<file path="config.mk">
export PLATFORM = sky130hd
export DESIGN_NAME = divisor_secuencial
export DESIGN_NICKNAME = d
export VERILOG_FILES = /design/src/rtl/divisor_pkg.sv /design/src/rtl/divisor_ruta_datos.sv /design/src/rtl/divisor_secuencial.sv
export SDC_FILE = /design/constraint.sdc
export NUM_CORES = 1
export LEC_CHECK = 0
export CAP_MARGIN = 5
export CELL_PAD_IN_SITES_DETAIL_PLACEMENT = 2
export CELL_PAD_IN_SITES_GLOBAL_PLACEMENT = 2
export CORE_MARGIN = 1.5
export CORE_UTILIZATION = 32
export DETAILED_ROUTE_END_ITERATION = 6
export GPL_TIMING_DRIVEN = 1
export PLACE_DENSITY_LB_ADDON = 0.05
export SKIP_LAST_GASP = 1
export SYNTH_ARGS = -nofsm -noshare
export SYNTH_HDL_FRONTEND = slang
export SYNTH_HIERARCHICAL = 1
export SYNTH_SLANG_ARGS = --single-unit
</file>
<file path="constraint.sdc">
create_clock -name clk -period 2 [get_ports clk]
set_input_delay 0.6 -clock clk [delete_from_list [all_inputs] [get_ports clk]]
set_output_delay 0.6 -clock clk [all_outputs]
set_load 0.02 [all_outputs]
</file>
<file path="src/rtl/divisor_pkg.sv">
// divisor_pkg: shared widths and FSM encoding
// for the sequential divider and its bench.
package divisor_pkg;

  localparam int DdLen = 15;
  localparam int DvLen = 7;
  localparam int QLen  = 15;

  typedef enum logic [1:0] {
    LISTO      = 2'd0,
    DIVIDIENDO = 2'd1,
    ESPERA     = 2'd2
  } estado_t;

endpackage

</file>
<file path="src/rtl/divisor_ruta_datos.sv">
// divisor_ruta_datos: restoring shift-subtract
// datapath, one quotient bit per step, MSB first.
module divisor_ruta_datos
  import divisor_pkg::*;
(
  input  logic           clk,
  input  logic           rst,
  input  logic           i_cargar,
  input  logic           i_paso,
  input  logic [DdLen:0] i_dividendo,
  input  logic [DvLen:0] i_divisor,
  output logic [QLen:0]  o_cociente,
  output logic [DvLen:0] o_residuo,
  output logic           o_div_cero,
  output logic           o_ultimo
);

  logic [DdLen:0] r_dd;
  logic [DvLen:0] r_dv;
  logic [DvLen:0] r_rem;
  logic [3:0]     r_cnt;

  logic [DvLen+1:0] w_rem_desp;
  logic [DvLen:0]   w_resta;
  logic             w_bit;
  logic [DvLen:0]   w_rem_sig;
  logic [DdLen:0]   w_dd_sig;

  assign w_rem_desp = {r_rem, r_dd[DdLen]};
  assign w_resta    = w_rem_desp[DvLen:0] - r_dv;
  assign w_bit      = w_rem_desp[DvLen+1] |
                      (w_rem_desp[DvLen:0] >= r_dv);
  assign w_rem_sig  = w_bit ? w_resta
                            : w_rem_desp[DvLen:0];
  assign w_dd_sig   = {r_dd[DdLen-1:0], w_bit};

  assign o_ultimo   = (r_cnt == 4'hF);
  assign o_div_cero = (r_dv == '0);
  assign o_cociente = o_div_cero ? '1 : w_dd_sig;
  assign o_residuo  = o_div_cero ? '0 : w_rem_sig;

  // operand latch, then one shift-subtract step per cycle
  always_ff @(posedge clk or posedge rst) begin
    if (rst) begin
      r_dd  <= '0;
      r_dv  <= '0;
      r_rem <= '0;
      r_cnt <= '0;
    end else if (i_cargar) begin
      r_dd  <= i_dividendo;
      r_dv  <= i_divisor;
      r_rem <= '0;
      r_cnt <= '0;
    end else if (i_paso) begin
      r_dd  <= w_dd_sig;
      r_rem <= w_rem_sig;
      r_cnt <= r_cnt + 4'd1;
    end
  end

endmodule

</file>
<file path="src/rtl/divisor_secuencial.sv">
// divisor_secuencial: 16-cycle unsigned divider
// with a four-phase inicie/termino handshake.
module divisor_secuencial
  import divisor_pkg::*;
(
  input  logic           clk,
  input  logic           reset,
  input  logic           inicie,
  input  logic [DdLen:0] dividendo,
  input  logic [DvLen:0] divisor,
  output logic           termino,
  output logic [QLen:0]  cociente,
  output logic [DvLen:0] residuo,
  output logic           div_cero
);

  estado_t r_estado;
  estado_t w_estado_sig;

  logic           r_termino;
  logic [QLen:0]  r_cociente;
  logic [DvLen:0] r_residuo;
  logic           r_div_cero;

  logic           w_cargar;
  logic           w_paso;
  logic           w_ultimo;
  logic           w_fin;
  logic [QLen:0]  w_cociente;
  logic [DvLen:0] w_residuo;
  logic           w_div_cero;

  assign w_cargar = (r_estado == LISTO) & inicie;
  assign w_paso   = (r_estado == DIVIDIENDO);
  assign w_fin    = w_paso & w_ultimo;

  divisor_ruta_datos u_ruta (
    .clk         (clk),
    .rst         (reset),
    .i_cargar    (w_cargar),
    .i_paso      (w_paso),
    .i_dividendo (dividendo),
    .i_divisor   (divisor),
    .o_cociente  (w_cociente),
    .o_residuo   (w_residuo),
    .o_div_cero  (w_div_cero),
    .o_ultimo    (w_ultimo)
  );

  // state register
  always_ff @(posedge clk or posedge reset) begin
    if (reset) r_estado <= LISTO;
    else       r_estado <= w_estado_sig;
  end

  // next state: start on inicie, finish after 16 steps,
  // wait for inicie low before accepting a new request
  always_comb begin
    w_estado_sig = r_estado;
    unique case (r_estado)
      LISTO:      if (inicie)   w_estado_sig = DIVIDIENDO;
      DIVIDIENDO: if (w_ultimo) w_estado_sig = ESPERA;
      ESPERA:     if (!inicie)  w_estado_sig = LISTO;
      default:                  w_estado_sig = LISTO;
    endcase
  end

  // registered outputs; result loaded on the last step
  always_ff @(posedge clk or posedge reset) begin
    if (reset) begin
      r_termino  <= 1'b1;
      r_cociente <= '0;
      r_residuo  <= '0;
      r_div_cero <= 1'b0;
    end else if (w_fin) begin
      r_termino  <= 1'b1;
      r_cociente <= w_cociente;
      r_residuo  <= w_residuo;
      r_div_cero <= w_div_cero;
    end else if (w_cargar) begin
      r_termino  <= 1'b0;
    end
  end

  assign termino  = r_termino;
  assign cociente = r_cociente;
  assign residuo  = r_residuo;
  assign div_cero = r_div_cero;

endmodule

</file>
# [Word level (Yosys, flattened, before mapping)]
# Cells that the tools add are included.
[op_classes] addsub=2 order_cmp=1 n_eq_ne=6 n_mux=15 bitwise_logic=3 reduce_logical=5
[op_table] op="$mux 16" n=3
[op_table] op="$mux 8" n=4
[op_table] op="$ge 8x8->1" n=1
[op_table] op="$logic_not 8->1" n=1
[op_table] op="$mux 4" n=2
[op_table] op="$sub 8x8->8" n=1
[op_table] op="$mux 2" n=3
[op_table] op="$pmux 2 s3" n=1
[op_table] op="$add 4x1->4 const B" n=1
[op_table] op="$eq 4x4->1 const B" n=1
[op_table] op="$ne 2x2->1 const B" n=2
[op_table] op="$reduce_bool 2->1" n=2
[op_table] op="$reduce_and 3->1" n=1
[op_table] op="$and 1x1->1" n=2
[op_table] op="$eq 2x1->1 const B" n=1
[op_table] op="$eq 2x2->1 const B" n=1
[op_table] op="$logic_not 2->1" n=1
[op_table] op="$mux 1" n=2
[op_table] op="$ne 2x1->1 const B" n=1
[op_table] op="$or 1x1->1" n=1
[totals] register_bits=64 inputBits=27 out_inout_bits=26 wordCells=41

# [Logic depth before layout (Yosys ltp)]
# Gate-level depths: netlist of the first run.
[logic_depth] ltp_word=5 ltp_mapped=11 ltp_nobuf=10

# [Hierarchy]
# Netlist of the first run, hierarchy kept.
[modules_own_cells] module="divisor_ruta_datos" n_inst=1 cells_each=256 area_per_inst_um2=2326.0 seq_area_each_um2=900.9
[modules_own_cells] module="divisor_secuencial" n_inst=1 cells_each=68 area_per_inst_um2=1149.9 seq_area_each_um2=701.9

# [Worst setup path before layout of the first run]
# Ideal clock, no wire load.
[synth_timing] path_type="reg-to-reg" start="reg u_ruta.r_rem[5]" end="reg r_residuo[7], in the netlist residuo[7]" setup_ps=125 arrival_ps=2055 required_time_ps=1875 path_slack_ps=-180 stages_incl_launch_ff=9 n_path_buf=1 synth_period_minus_slack_ps=2180 cell_sequence="dfrtp_1 -> ha_1 -> buf_6 -> a21o_1 -> a31o_4 -> a211o_1 -> nor3_1 -> nor3_1 -> mux2_4"
[synth_between] elab_chain_len=4 elab_cells_between_ends=5 cone_classes="1 x add/sub; 1 x order compare; 2 x mux; 1 x bitwise"
[synth_lines] element="from (decl)" line="divisor_ruta_datos.sv:20" rtl="logic [DvLen:0] r_rem;"
[synth_lines] element="from (signal assigned)" line="divisor_ruta_datos.sv:56" rtl="r_rem <= w_rem_sig;"
[synth_lines] element="$ge 8x8->1" line="divisor_ruta_datos.sv:32" rtl="(w_rem_desp[DvLen:0] >= r_dv);"
[synth_lines] element="$or 1x1->1" line="divisor_ruta_datos.sv:31" rtl="assign w_bit = w_rem_desp[DvLen+1] |"
[synth_lines] element="$mux 8 *" line="divisor_ruta_datos.sv:33" rtl="assign w_rem_sig = w_bit ? w_resta"
[synth_lines] element="$mux 8 *" line="divisor_ruta_datos.sv:40" rtl="assign o_residuo = o_div_cero ? '0 : w_rem_sig;"
[synth_lines] element="named net w_residuo[7]" line="divisor_secuencial.sv:30" rtl="logic [DvLen:0] w_residuo;"
[synth_lines] element="to (signal assigned)" line="divisor_secuencial.sv:78" rtl="r_residuo <= w_residuo;"
[synth_lines] element="to (decl)" line="divisor_secuencial.sv:22" rtl="logic [DvLen:0] r_residuo;"
# The timed path passes the listed nets; every way through them passes the cells marked *.
# A chain may end at the register's enable or synchronous reset.

# [Final worst setup path of the first run]
[layout_timing] start="reg u_ruta.r_dv[6]" end="reg r_cociente[0], in the netlist cociente[0]"
[layout_between] elab_chain_len=3 elab_cells_between_ends=4 cone_classes="1 x order compare; 1 x mux; 1 x bitwise; 1 x reduce/logical"
[layout_lines] element="from (decl)" line="divisor_ruta_datos.sv:19" rtl="logic [DvLen:0] r_dv;"
[layout_lines] element="from (signal assigned)" line="divisor_ruta_datos.sv:51" rtl="r_dv <= i_divisor;"
[layout_lines] element="$ge 8x8->1" line="divisor_ruta_datos.sv:32"
[layout_lines] element="$or 1x1->1" line="divisor_ruta_datos.sv:31"
[layout_lines] element="$mux 16 *" line="divisor_ruta_datos.sv:39" rtl="assign o_cociente = o_div_cero ? '1 : w_dd_sig;"
[layout_lines] element="named net w_cociente[0]" line="divisor_secuencial.sv:29" rtl="logic [QLen:0] w_cociente;"
[layout_lines] element="to (signal assigned)" line="divisor_secuencial.sv:77" rtl="r_cociente <= w_cociente;"
[layout_lines] element="to (decl)" line="divisor_secuencial.sv:21" rtl="logic [QLen:0] r_cociente;"
# Marks and branches as above.

==> impl_metrics.env, run 1 <==
export IMPL_final_core_util_pct=49.5
export IMPL_area_growth_synth_to_final_pct=48.4
export IMPL_p_leak_uw=0.00238
export IMPL_grt_pass1_wl_um=18500
export IMPL_die_width_um=107
export IMPL_hold_class="flip-flop to flip-flop"
export IMPL_numClockSinks=64
export IMPL_initial_utilization_pct=33.4
export IMPL_fmax_ghz=0.454
export IMPL_syn_cell_area_mm2=0.00348
export IMPL_fin_hold_ws_ps=511
export IMPL_async_reset_ff_share_pct=100
export IMPL_post_route_worst_setup_slack_ps=-205
export IMPL_gp_congestion=0.801
export IMPL_worst_pin_slew_ps=446
export IMPL_placementRows=37
export IMPL_antenna_found_initial=0
export IMPL_ctsHtreeMaxLevel=3
export IMPL_combPwrFrac_pct=68.0
export IMPL_drv_cap=0
export IMPL_fin_crit_sh_pct=110
export IMPL_seq_area_frac_synth_pct=46.1
export IMPL_swShare_pct=41.2
export IMPL_io_buffers=52
export IMPL_grt_max_degree=37
export IMPL_pin_count=53
export IMPL_yosysWarnings=6
export IMPL_layout_drive_gt1_share_pct=38.1
export IMPL_hold_viol=0
export IMPL_layout_nets=484
export IMPL_synth_largest_area_cell="dfrtp_1"
export IMPL_power_switching_uw=4450
export IMPL_fin_skew_ps=9.02
export IMPL_outcome="finished with violations"
export IMPL_seqPwrFrac_pct=22.5
export IMPL_worstSetupPathType="flip-flop to flip-flop"
export IMPL_slew_headroom_pct=70.2
export IMPL_clockBufferDepth=2
export IMPL_clkPwrFrac_pct=9.4
export IMPL_ys_flop_type="dfrtp_1"
export IMPL_finalMaxSlewViolations=0
export IMPL_drtIter0Drc=91
export IMPL_routed_via_density=5.00
export IMPL_grt_use_total_pct=21.6
export IMPL_ys_types=54
export IMPL_critPathRequiredTime_ps=2230
export IMPL_synth_cells=324
export IMPL_syn_num_nets=361
export IMPL_final_common_cell="buf_4"
export IMPL_final_cell_mix="buf_4, dfrtp_1, clkdlybuf4s50_1"
export IMPL_wl_per_cell_um=19.2
export IMPL_clockRootBuffer="clkbuf_8"
export IMPL_grt_overflow=0
export IMPL_finalSetupViolCount=17
export IMPL_grt_setup_unrepaired="true"
export IMPL_cts_hold_buffers=0
export IMPL_arrival_ps=2430
export IMPL_worst_path_max_fanout=6
export IMPL_drc=0
export IMPL_dp_hpwl_um=7840
export IMPL_drtPass1Iterations=4
export IMPL_crit_path_start_kind="flip-flop"
export IMPL_cp_end_kind="flip-flop"
export IMPL_synth_edff_count=0
export IMPL_peakVddDrop_mv=1.25
export IMPL_cts_buffers=9
export IMPL_grt_pass1_vias=3342
export IMPL_die_h_um=107
export IMPL_violations="negative setup slack"
export IMPL_antenna_cells=0
export IMPL_power_density_mw_per_mm2=2090
export IMPL_internal_power_uw=6330
export IMPL_cts_clk_slew_worst_paths_ps=70
export IMPL_worstSkewPairLatency_ps=350
export IMPL_ant_nets=0
export IMPL_period_minus_slack_ps=2200
export IMPL_ys_seq_elements=64
export IMPL_synth_top_area_share_pct=45.4
export IMPL_die_area_mm2=0.0115
export IMPL_syn_area_per_cell_um2=10.7
export IMPL_synth_area_leaders="dfrtp_1, mux2_4, mux2i_1"
export IMPL_core_area_mm2=0.0104
export IMPL_cts_tree="yes"
export IMPL_wirelength_um=11300
export IMPL_dr_total_vias=2940
[cell families (layout without fill, tap and decap cells)]
family / Yosys count / in the layout / share of synthesized area, %
buffers and inverters: 36 / 164 / 4.90
xor gates and xnor gates: 5 / 5 / 1.26
muxes: 42 / 42 / 15.1
DFF: 64 / 64 / 46.1
and+or+nand+nor: 99 / 99 / 15.3
AOI/OAI and AO/OA: 68 / 68 / 13.5
adders and majority gates: 10 / 10 / 3.82
[sequential cells by signal, summed over array words and instances (netlist names)]
name          flops
u_ruta/r_dd      16
r_estado          2
termino           1
residuo           8
u_ruta/r_dv       8
u_ruta/r_rem      8
div_cero          1
u_ruta/r_cnt      4
cociente         16
[metrics by stage]
| stage | instance area [um2] | TNS (ps) | cells | setup WS [ps] | power, uW |
|---|---|---|---|---|---|
| 2_1_floorplan | 3520 | -954 | 324 | -122 | 6060 |
| 3_3_place_gp | 4650 | -2470 | 557 | -356 | 8440 |
| 3_5_place_dp | 4650 | -3970 | 557 | -425 | 8740 |
| 4_1_cts | 5050 | -2660 | 584 | -196 | 10400 |
| 5_1_grt | 5160 | -4430 | 588 | -292 | 11600 |
| 6_report | 5160 | -2480 | 588 | -205 | 10800 |
[layout make-up]
| type | instances | area, um2 |
|---|---|---|
| Inverter | 17 | 63.8 |
| Tap cell | 136 | 170 |
| Multi-Input combinational cell | 224 | 1940 |
| Clock buffer | 11 | 141 |
| Timing Repair Buffer | 131 | 1210 |
| Sequential cell | 64 | 1600 |
| Clock inverter | 5 | 32.5 |
| Fill cell | 1074 | 5260 |
[what timing repair did]
| item | 4_1_cts | 5_1_grt |
|---|---|---|
| pin swaps | 13 | 13 |
| gates resized for setup | 29 | 14 |
| gates cloned | 1 | 0 |
| setup buffers | 10 | 4 |
| endpoints found under the setup margin | 19 | 20 |
[power by group through the flow]
stage	combinational (uW)	clock (uW)	sequential, uW
6_report	7330	1020	2430
5_1_grt	8000	1110	2520
4_1_cts	6950	1050	2440
3_5_place_dp	6300	0	2440
3_3_place_gp	6040	0	2400
2_1_floorplan	3420	0	2630
[worst max-delay path, stage by stage (launching register included)]
cell and delay, ps:
dfrtp_1 400, inv_2 90, ha_4 210, a21o_1 180, a31o_4 230, a211oi_4 250, buf_6 180, buf_6 130
buf_4 110, nand3_2 40, mux2_4 260
[per-layer routing]
layer	global-route usage, %	vias up	share of wire, %
met5	0	-	0
met4	6.10	0	1.5
met3	3.65	13	2.4
met2	39.5	42	52
met1	25.7	1499	44
li1	-	1386	-
[path summary, 6_finish.rpt]
check                               startpoint           end  slack [ps]  depth (start not counted)
worst max-delay path            u_ruta/r_dv[6]   cociente[0]        -200                         10
max in group asynchronous                reset      div_cero         980                          3
worst min register to register    cociente[11]  cociente[11]         510                          1
worst max register to register  u_ruta/r_dv[6]   cociente[0]        -200                         10
worst min-delay path              cociente[11]  cociente[11]         510                          1
min in group asynchronous                reset    residuo[1]         570                          2
[synth_stat cells (3+ instances only)]
cell type,count
a21o_1,4
a21oi_1,12
a311oi_1,5
buf_1,3
buf_6,4
clkbuf_1,10
dfrtp_1,63
ha_1,9
inv_1,16
mux2_2,7
mux2_4,19
mux2i_1,16
nand2_1,29
nand2b_1,19
nand3_1,4
nand3_2,6
nand4_1,3
nor2_1,18
nor3_1,5
o21ai_0,23
o21ai_1,4
xor2_1,3
No activity file was read; power rests on OpenSTA's default activity.
==> inputs of run 2 (changes only) <==
- CELL_PAD_IN_SITES_DETAIL_PLACEMENT: 2 -> 0
- CELL_PAD_IN_SITES_GLOBAL_PLACEMENT: 2 -> 1
- CORE_UTILIZATION: 32 -> 38
- PLACE_DENSITY_LB_ADDON: 0.05 -> 0.1
- RECOVER_POWER: not set -> 100
==> run 2 against run 1 <==
Against the previous run:
- the run ends with design-rule violations, negative setup slack left
- highest routed layer unchanged
- combinational power decreased by 3.0%
- cell count decreased by 6.5%
- global-route usage decreased by 2.7 points
- wire length decreased by 23%
- clock power increased by 39%
- design area decreased by 0.97%
- critical endpoint is now residuo[3]
==> impl_metrics.env, run 2 (synthesis gave the netlist of run 1 again) <==
export IMPL_io_buffers=52
export IMPL_internal_power_uw=6690
export IMPL_drc=7
export IMPL_fin_area_mm2=0.00511
export IMPL_cts_clk_slew_worst_paths_ps=80
export IMPL_post_route_worst_setup_slack_ps=-185
export IMPL_grt_use_total_pct=18.9
export IMPL_placementRows=34
export IMPL_slew_headroom_pct=37.0
export IMPL_critPathRequiredTime_ps=2240
export IMPL_hold_depth=1
export IMPL_drtIter0Drc=132
export IMPL_wirelength_um=8710
export IMPL_clockBufferDepth=2
export IMPL_hold_class="flip-flop to flip-flop"
export IMPL_final_common_cell="dfrtp_1"
export IMPL_p_total_uw=10900
export IMPL_swShare_pct=38.8
export IMPL_ant_nets=0
export IMPL_layout_drive_gt1_share_pct=36.4
export IMPL_wl_per_cell_um=15.8
export IMPL_numClockSinks=64
export IMPL_cts_tree="yes"
export IMPL_fin_crit_sh_pct=109
export IMPL_gp_congestion=0.849
export IMPL_initial_utilization_pct=39.5
export IMPL_hold_viol=0
export IMPL_power_switching_uw=4250
export IMPL_grt_max_degree=37
export IMPL_cp_end_kind="flip-flop"
export IMPL_drv_cap=0
export IMPL_die_area_mm2=0.00973
export IMPL_layout_nets=474
export IMPL_final_core_util_pct=58.0
export IMPL_finalSetupViolCount=17
export IMPL_finalMaxSlewViolations=0
export IMPL_dp_hpwl_um=5940
export IMPL_min_from="cociente[11]"
export IMPL_ff2ff_setup_slack_ps=-190
export IMPL_dr_total_vias=2801
export IMPL_outcome="finished with violations"
export IMPL_dpl_cell_area_mm2=0.00454
export IMPL_grt_overflow=0
export IMPL_fin_skew_ps=6.22
export IMPL_r2r_worst_path_cells=11
export IMPL_period_minus_slack_ps=2190
export IMPL_power_density_mw_per_mm2=2140
export IMPL_peakVddDrop_mv=1.42
export IMPL_seqPwrFrac_pct=22.1
export IMPL_rr_endpoint="residuo[3]"
export IMPL_violations="design-rule violations, negative setup slack"
export IMPL_fmax_ghz=0.458
export IMPL_worstHoldEndpoint="cociente[11]"
export IMPL_antenna_cells=0
export IMPL_worstSkewPairLatency_ps=340
export IMPL_clockRootBuffer="clkbuf_8"
export IMPL_r2r_start="u_ruta/r_dd[15]"
export IMPL_fin_hold_ws_ps=509
export IMPL_pin_count=53
export IMPL_cts_buffers=9
export IMPL_grt_pass1_vias=2850
export IMPL_clkPwrFrac_pct=12.9
export IMPL_p_leak_uw=0.00234
export IMPL_grt_pass1_wl_um=14200
export IMPL_final_cell_mix="dfrtp_1, buf_4, clkdlybuf4s50_1"
export IMPL_worst_path_max_fanout=6
export IMPL_die_h_um=98.6
export IMPL_drtPass1Iterations=6
export IMPL_core_area_mm2=0.00881
export IMPL_crit_path_start_kind="flip-flop"
export IMPL_die_width_um=98.6
export IMPL_arrival_ps=2420
export IMPL_combPwrFrac_pct=65.0
export IMPL_worst_pin_slew_ps=945
export IMPL_antenna_found_initial=0
export IMPL_area_growth_synth_to_final_pct=46.9
export IMPL_place_ws_ps=-276
export IMPL_grt_setup_unrepaired="true"
export IMPL_routed_via_density=5.09
export IMPL_ctsHtreeMaxLevel=3
export IMPL_worstSetupPathType="flip-flop to flip-flop"
[run 2: cell types whose count changed in the layout (fill, tap and decap cells not counted), moves of 3 or more]
cell | before | now
inv_6 | 0 | 3
ha_2 | 3 | 0
clkinvlp_4 | 3 | 0
nor3_1 | 1 | 4
ha_4 | 3 | 7
a21oi_1 | 6 | 9
buf_4 | 71 | 59
bufinv_16 | 0 | 3
clkbuf_2 | 0 | 3
[run 2: final cells by class]
type | instances | area (um2)
multi-input cells | 224 | 1960
clock inverters | 7 | 125
flip-flops and latches | 64 | 1600
fillers | 747 | 3700
well taps | 108 | 135
clock buffers | 9 | 124
inverters | 17 | 63.8
repair buffers | 121 | 1090
[run 2: through the flow]
stage	TNS, ps	std cells
finish	-2090	550
global route	-4630	550
CTS	-2190	541
detailed placement	-2520	520
global placement	-2280	520
floorplan	-954	324
[run 2: power groups by stage]
stage               registers, uW  logic, uW  clock network (uW)
global placement             2390       5880                   0
detailed placement           2410       5950                   0
finish                       2420       7110                1420
CTS                          2400       6370                1460
global route                 2500       7680                1520
floorplan                    2630       3420                   0
[run 2: worst max-delay path, stage by stage, from the launching register on]
cell and delay, ps:
dfrtp_1 400, inv_2 70, ha_4 130, inv_2 40
fa_2 390, nand3_2 90, and2_4 180, a21o_4 150
buf_12 110, a211o_1 190, a21oi_2 70, mux2_4 260
[run 2: repair_timing]
item	4_1_cts	5_1_grt
setup buffers	5	8
hold buffers	0	0
gates resized for setup	14	26
pin swaps	6	16
setup endpoints to repair	19	18
cloned	0	1
[run 2: worst max path at each step]
stage	slack, ps	end	cells past startpoint	start
floorplan	-120	residuo[1]	8	u_ruta/r_rem[5]
global placement	-230	u_ruta/r_rem[5]	10	u_ruta/r_dd[15]
detailed placement	-280	u_ruta/r_rem[5]	8	u_ruta/r_dv[1]
CTS	-220	residuo[5]	8	u_ruta/r_rem[5]
global route	-270	residuo[3]	8	u_ruta/r_rem[1]
finish	-190	residuo[3]	11	u_ruta/r_dd[15]
[run 2: metal layers]
layer / GRT usage [%] / wire length, um
met4: 5.49 / 122
met1: 23.7 / 3880
met5: 0 / 0
met2: 32.5 / 4410
met3: 4.54 / 302
==> inputs of run 3 (changes only) <==
- GPL_ROUTABILITY_DRIVEN: not set -> 0
==> results of run 3 <==
No change in the layout: final DEF, timing and power equal those of run 2.
